===== config.mk =====
export PLATFORM = sky130hd
export DESIGN_NAME = serial_adder_ctrl
export DESIGN_NICKNAME = d
export VERILOG_FILES = /design/src/rtl/serial_add_pkg.sv /design/src/rtl/serial_adder_ctrl_one_bit.sv /design/src/rtl/serial_adder_ctrl.sv
export SDC_FILE = /design/constraint.sdc
export NUM_CORES = 1
export LEC_CHECK = 0
export CAP_MARGIN = 0
export CORE_MARGIN = 3
export CORE_UTILIZATION = 35
export CTS_CLUSTER_SIZE = 28
export DETAILED_ROUTE_END_ITERATION = 8
export DONT_BUFFER_PORTS = 1
export PLACE_DENSITY_LB_ADDON = 0.1
export SLEW_MARGIN = 15
export SYNTH_ARGS = -nofsm -noshare
export SYNTH_HDL_FRONTEND = slang
export SYNTH_HIERARCHICAL = 1
export SYNTH_SLANG_ARGS = --single-unit

===== constraint.sdc =====
create_clock -name clk -period 1.4 [get_ports clk]
set_input_delay 0.42 -clock clk [delete_from_list [all_inputs] [get_ports clk]]
set_output_delay 0.42 -clock clk [all_outputs]
set_load 0.01 [all_outputs]

===== src/rtl/serial_add_pkg.sv =====
// Shared definitions for the bit-serial adder controller.
//   state_t : controller states (IDLE/SHIFT/DONE)
//   CNT_W   : bit-counter width for a given operand width, never below 1
package serial_add_pkg;

    typedef enum logic [1:0] {
        IDLE  = 2'd0,
        SHIFT = 2'd1,
        DONE  = 2'd2
    } state_t;

    function automatic int CNT_W(input int w);
        return (w > 1) ? $clog2(w) : 1;
    endfunction

endpackage


===== src/rtl/serial_adder_ctrl_one_bit.sv =====
// Single full-adder cell; the only arithmetic element of the serial adder.
//   A, B, Cin : operand bits and carry-in
//   S, Cout   : sum bit and carry-out
module one_bit (
    input  logic A,
    input  logic B,
    input  logic Cin,
    output logic S,
    output logic Cout
);

    assign S    = A ^ B ^ Cin;
    assign Cout = (A & B) | (A & Cin) | (B & Cin);

endmodule


===== src/rtl/serial_adder_ctrl.sv =====
// Bit-serial WIDTH-bit adder: accepts {a,b,cin} over a valid/ready handshake,
// feeds one bit pair per clock (LSB first) through a single full-adder cell,
// and presents the registered {cout,sum} over a second valid/ready handshake.
//   clk, rst_n          : clock, asynchronous active-low reset
//   in_valid/in_ready   : operand handshake (in_ready high only in IDLE)
//   a, b, cin           : operands, sampled on in_valid & in_ready
//   out_valid/out_ready : result handshake (out_valid high only in DONE)
//   sum, cout           : registered result, held until the next result loads
module serial_adder_ctrl
    import serial_add_pkg::*;
#(
    parameter int WIDTH = 4
) (
    input  logic             clk,
    input  logic             rst_n,
    input  logic             in_valid,
    output logic             in_ready,
    input  logic [WIDTH-1:0] a,
    input  logic [WIDTH-1:0] b,
    input  logic             cin,
    output logic             out_valid,
    input  logic             out_ready,
    output logic [WIDTH-1:0] sum,
    output logic             cout
);

    localparam int CW = CNT_W(WIDTH);

    state_t           r_state;
    state_t           w_state_nxt;
    logic [WIDTH-1:0] r_a_sh;
    logic [WIDTH-1:0] r_b_sh;
    logic [WIDTH-1:0] r_sum_sh;
    logic             r_carry;
    logic [CW-1:0]    r_cnt;
    logic [WIDTH-1:0] r_sum;
    logic             r_cout;

    logic             w_s;
    logic             w_cout;
    logic             w_last;
    logic [WIDTH-1:0] w_sum_sh_nxt;

    one_bit u_cell (
        .A    (r_a_sh[0]),
        .B    (r_b_sh[0]),
        .Cin  (r_carry),
        .S    (w_s),
        .Cout (w_cout)
    );

    assign w_last = (r_cnt == CW'(WIDTH - 1));
    // New sum bit enters at the MSB; written as shifts so WIDTH=1 needs no special case.
    assign w_sum_sh_nxt = (r_sum_sh >> 1) | (WIDTH'(w_s) << (WIDTH - 1));

    always_ff @(posedge clk or negedge rst_n) begin
        if (!rst_n) begin
            r_state <= IDLE;
        end else begin
            r_state <= w_state_nxt;
        end
    end

    always_comb begin
        w_state_nxt = r_state;
        in_ready    = 1'b0;
        out_valid   = 1'b0;
        case (r_state)
            IDLE: begin
                in_ready = 1'b1;
                if (in_valid) w_state_nxt = SHIFT;
            end
            SHIFT: begin
                if (w_last) w_state_nxt = DONE;
            end
            DONE: begin
                out_valid = 1'b1;
                if (out_ready) w_state_nxt = IDLE;
            end
            default: w_state_nxt = IDLE;
        endcase
    end

    always_ff @(posedge clk or negedge rst_n) begin
        if (!rst_n) begin
            r_a_sh   <= '0;
            r_b_sh   <= '0;
            r_sum_sh <= '0;
            r_carry  <= 1'b0;
            r_cnt    <= '0;
            r_sum    <= '0;
            r_cout   <= 1'b0;
        end else begin
            if (r_state == IDLE && in_valid) begin
                r_a_sh  <= a;
                r_b_sh  <= b;
                r_carry <= cin;
                r_cnt   <= '0;
            end else if (r_state == SHIFT) begin
                r_a_sh   <= r_a_sh >> 1;
                r_b_sh   <= r_b_sh >> 1;
                r_sum_sh <= w_sum_sh_nxt;
                r_carry  <= w_cout;
                r_cnt    <= r_cnt + CW'(1);
                if (w_last) begin
                    r_sum  <= w_sum_sh_nxt;
                    r_cout <= w_cout;
                end
            end
        end
    end

    assign sum  = r_sum;
    assign cout = r_cout;

endmodule


==> impl_results.rst, run 1 <==
.. list-table::
   :header-rows: 1

   * - Metric
     - Value
   * - Fraction of registers with async set/reset
     - 1.00
   * - Max Clk Rate
     - roughly 0.70 GHz
   * - Pin count of the biggest net entering global routing
     - 22
   * - Port Buffer Count
     - 0
   * - Final hold violation count
     - 0
   * - Kind of start point of the critical path
     - flop
   * - Kind of cell adding the most delay to the critical path
     - flip-flops
   * - Global-route congestion overflow total
     - 0
   * - Worst R2R End
     - r_a_sh[1]$_DFFE_PN0P_
   * - Share of synthesized cell area in and, or, nand and nor gates
     - 0.124
   * - Number of endpoints failing setup at the final stage
     - 2
   * - Maximum number of buffers from clock root to sink
     - 2
   * - Number of top-level pins
     - 20
   * - Hold worst-path end
     - r_state[1]$_DFFE_PN0P_
   * - Top cell type by total area after synthesis
     - sky130_fd_sc_hd__dfrtp_1
   * - Met2 usage
     - 0.182
   * - Area growth from synthesis to layout
     - 19.8%
   * - Remaining DRCs
     - 0
   * - Synthesized instance count
     - 75
   * - CTS buffer count
     - 3
   * - Die Width
     - 58.0 um
   * - Post-layout net count
     - 105
   * - Total global routing track utilization
     - 0.118
   * - Failing checks
     - setup timing
   * - Master of the slowest instance on the critical path
     - sky130_fd_sc_hd__dfrtp_2
   * - Sequential fraction of the synthesis area
     - 0.556
   * - Unrepaired setup endpoints after global routing
     - true
   * - Worst Path Buf+Inv
     - 1
   * - Full die area
     - about 3400 um2
   * - Startpoint of the most critical setup path
     - r_state[1]$_DFFE_PN0P_
   * - Multiplexer share of the synthesized area
     - 0.107
   * - Post-route fraction of the period consumed by the critical path
     - 1.02
   * - Via count of the first global-routing pass
     - 673
   * - RePlAce Congestion
     - 0.673
   * - WS Path Type
     - flop to primary output
   * - Via-to-Cell Ratio
     - ~5.4
   * - Setup slack after layout
     - -30.7 ps
   * - DRT Wirelength
     - roughly 1900 um
   * - Clock latency reported for the late side of the worst-skew pair
     - 300 ps
   * - XOR/XNOR share of the synthesized area
     - 0
   * - Count of vias placed by the detailed router
     - 639
   * - Row count
     - 18
   * - Number of diodes
     - 0
   * - Worst-Margin Slew
     - 988 ps
   * - Ranking of synthesized cells by instance count
     - sky130_fd_sc_hd__dfrtp_1, sky130_fd_sc_hd__inv_1, sky130_fd_sc_hd__mux2_2
   * - Half-perimeter wire length after placement
     - ~1300 um
   * - Master cell of the clock root buffer
     - sky130_fd_sc_hd__clkbuf_4
   * - Final Skew
     - 2.32 ps
   * - Core Footprint
     - 2520 um2
   * - Setup TNS
     - -47.1 ps
   * - Post-Synth Adder-Cell Area
     - 0.0344
   * - Fraction of met3 tracks used by global routing
     - 0.0512
   * - Effective utilization at floorplan
     - 0.375
   * - Required arrival time at the worst endpoint
     - 980 ps
   * - Fraction of the mapped netlist area in compound gates
     - 0.110
   * - Antenna violations before repair
     - 0
   * - Routed len/inst
     - roughly 16 um
   * - Combinational family with the most area after synthesis
     - simple AND/OR/NAND/NOR gates
   * - Net Count, Synth
     - 90
   * - DRC violation total after the first TritonRoute iteration
     - 23
   * - Layout cell share with drive strength beyond 1
     - 0.337
   * - LEAKAGE
     - 0.515 nW
   * - Setup crit end kind
     - primary output
   * - Count of cells along the worst hold path
     - 1
   * - Placement Cell Area
     - 1010 um2
   * - Power per cell area
     - 2410 nW/um2
   * - Die height
     - 58.0 um
   * - Run status
     - complete, but fails checks
   * - Crit-path max FO
     - 4
   * - Length of the first detailed-routing pass in iterations
     - 6
   * - Clock period minus worst slack
     - 1430 ps
   * - Endpoint arrival time on the critical path
     - 1010 ps
   * - Beginning of the worst hold path
     - out_ready
   * - CTS H-tree lvls
     - 1
   * - Clock transition time at the flip-flop clock pins of the worst setup and hold paths
     - about 110 ps
   * - Worst r2r path cells
     - 4
   * - Synth area leaders
     - sky130_fd_sc_hd__dfrtp_1, sky130_fd_sc_hd__mux2_2, sky130_fd_sc_hd__nor4b_1
   * - Total of fill cells in the finished design
     - 249
   * - Most used standard cell by instance count after synthesis
     - sky130_fd_sc_hd__dfrtp_1
   * - CTS tree
     - done
   * - IR drop worst, VDD
     - 1210 uV
   * - Count of flip-flops with a built-in enable after synthesis
     - 0
   * - Number of routed nets with antenna violations
     - 0
   * - Hold/Removal Path Class
     - input port to flop
   * - Critical path's largest stage delay
     - 460 ps
   * - Post-synthesis sequential element count
     - 21
   * - Predominant post-synthesis flop cell
     - sky130_fd_sc_hd__dfrtp_1
   * - Synthesized area per cell
     - approximately 13 um2
   * - GR Util met1
     - 0.158
   * - Finished Core Util
     - 0.449
   * - YS warnings
     - 6
   * - Wire length of the first global-routing pass
     - roughly 3000 um
   * - Most Crowded Layer GR
     - met2
   * - Reg2Reg Setup Slack
     - around 40 ps
   * - Cell area after layout
     - between 1000 and 1500 um2
   * - Slew headroom
     - 0.342
   * - Library cells used by synthesis
     - 22
   * - Proportion of netlist area held by the largest area contributor
     - 0.556
   * - Critical path cell sequence
     - nor2_4 -> buf_6
   * - Final-report max-slew violation count
     - 0
   * - Total of max-cap violations
     - 0
   * - Total standard cell area after synthesis
     - roughly 950 um2
   * - Sinks on Clock Net
     - 21
   * - Reg2Reg Launch Point
     - r_state[0]$_DFFE_PN0P_
==> worst max-delay path by stage <==
stage / to / depth (start not counted)
global route: in_ready / 2
detailed placement: sum[3]$_DFFE_PN0P_ / 3
floorplan: r_sum_sh[3]$_DFFE_PN0P_ / 2
CTS: in_ready / 2
global placement: sum[0]$_DFFE_PN0P_ / 3
finish: in_ready / 2
==> final cells by class <==
cell class | instances | area, um2 | share of cell area
clock buffers | 3 | 22.5 | 0.0199
clock inverters | 1 | 5.00 | 0.00442
inverters | 9 | 33.8 | 0.0298
multi-input cells | 40 | 382 | 0.337
flip-flops and latches | 21 | 528 | 0.466
well taps | 30 | 37.5 | 0.0331
repair buffers | 15 | 125 | 0.110
==> logic make-up after synthesis <==
group,Yosys count
AOI/OAI and AO/OA,13
adders and majority gates,2
buffers and inverters,14
DFF,21
muxes,9
and+or+nand+nor,16
==> per-layer routing <==
layer / wire length (um) / vias up / share of wire
li1: - / 298 / -
met1: 887 / 313 / 0.48
met2: 842 / 26 / 0.45
met3: 125 / 2 / 0.067
met4: 4 / 0 / 0.0022
met5: 0 / - / 0
==> repair_timing <==
action,4_1_cts,5_1_grt
hold endpoints to repair,21,0
setup buffers,3,3
hold buffers,1,0
endpoints found under the setup margin,2,37
resized for setup,8,3
pin swaps,1,2
==> where the power goes <==
part | leakage, nW | internal [mW] | switching [mW]
Clock | 0.0177 | 0.107 | 0.180
Combinational | 0.249 | 0.742 | 0.555
Sequential | 0.248 | 0.915 | 0.228
Total | 0.515 | 1.76 | 0.964
==> state kept, by name, indices dropped and copies added, names as in the netlist <==
name	cells
r_a_sh	4
r_b_sh	4
sum	4
r_sum_sh	3
r_cnt	2
r_state	2
cout	1
r_carry	1
==> per-stage QoR <==
step	power (mW)	worst slack (ps)	hold slack, ps	std cells
after floorplan	1.91	133	124	75
after global placement	2.20	86.6	125	108
after detailed placement	2.24	31.1	125	108
after CTS	2.68	-50.6	191	116
after global routing	2.96	-88.7	183	119
final	2.73	-30.7	201	119
==> cell usage in the layout, fill, tap and decap left out <==
cell type,n
sky130_fd_sc_hd__nor2b_1,3
sky130_fd_sc_hd__nand3b_1,1
sky130_fd_sc_hd__inv_1,8
sky130_fd_sc_hd__o21bai_4,1
sky130_fd_sc_hd__fa_1,1
sky130_fd_sc_hd__nand2b_4,1
sky130_fd_sc_hd__mux2_1,3
sky130_fd_sc_hd__dfrtp_1,19
sky130_fd_sc_hd__inv_2,1
sky130_fd_sc_hd__buf_4,12
sky130_fd_sc_hd__clkinv_2,1
sky130_fd_sc_hd__a211oi_1,5
sky130_fd_sc_hd__a32o_1,2
sky130_fd_sc_hd__mux2_2,6
sky130_fd_sc_hd__a22o_1,1
sky130_fd_sc_hd__a21oi_1,1
sky130_fd_sc_hd__nor3b_1,5
sky130_fd_sc_hd__dlymetal6s4s_1,1
sky130_fd_sc_hd__o21ai_0,1
sky130_fd_sc_hd__a222oi_1,2
sky130_fd_sc_hd__nor2_4,1
sky130_fd_sc_hd__buf_6,2
sky130_fd_sc_hd__clkbuf_4,3
sky130_fd_sc_hd__nor4b_1,5
sky130_fd_sc_hd__ha_1,1
sky130_fd_sc_hd__dfrtp_2,2
Note: power is estimated with default switching activity, not from simulation.
==> run 2: changes to the inputs <==
CTS_BUF_LIST = sky130_fd_sc_hd__clkbuf_4 sky130_fd_sc_hd__clkbuf_8   (was unset)
CTS_CLUSTER_SIZE = 16   (was 28)
HOLD_SLACK_MARGIN = 0.03   (was unset)
==> results of run 2 <==
Final layout, timing and power as in run 1 (identical DEF).
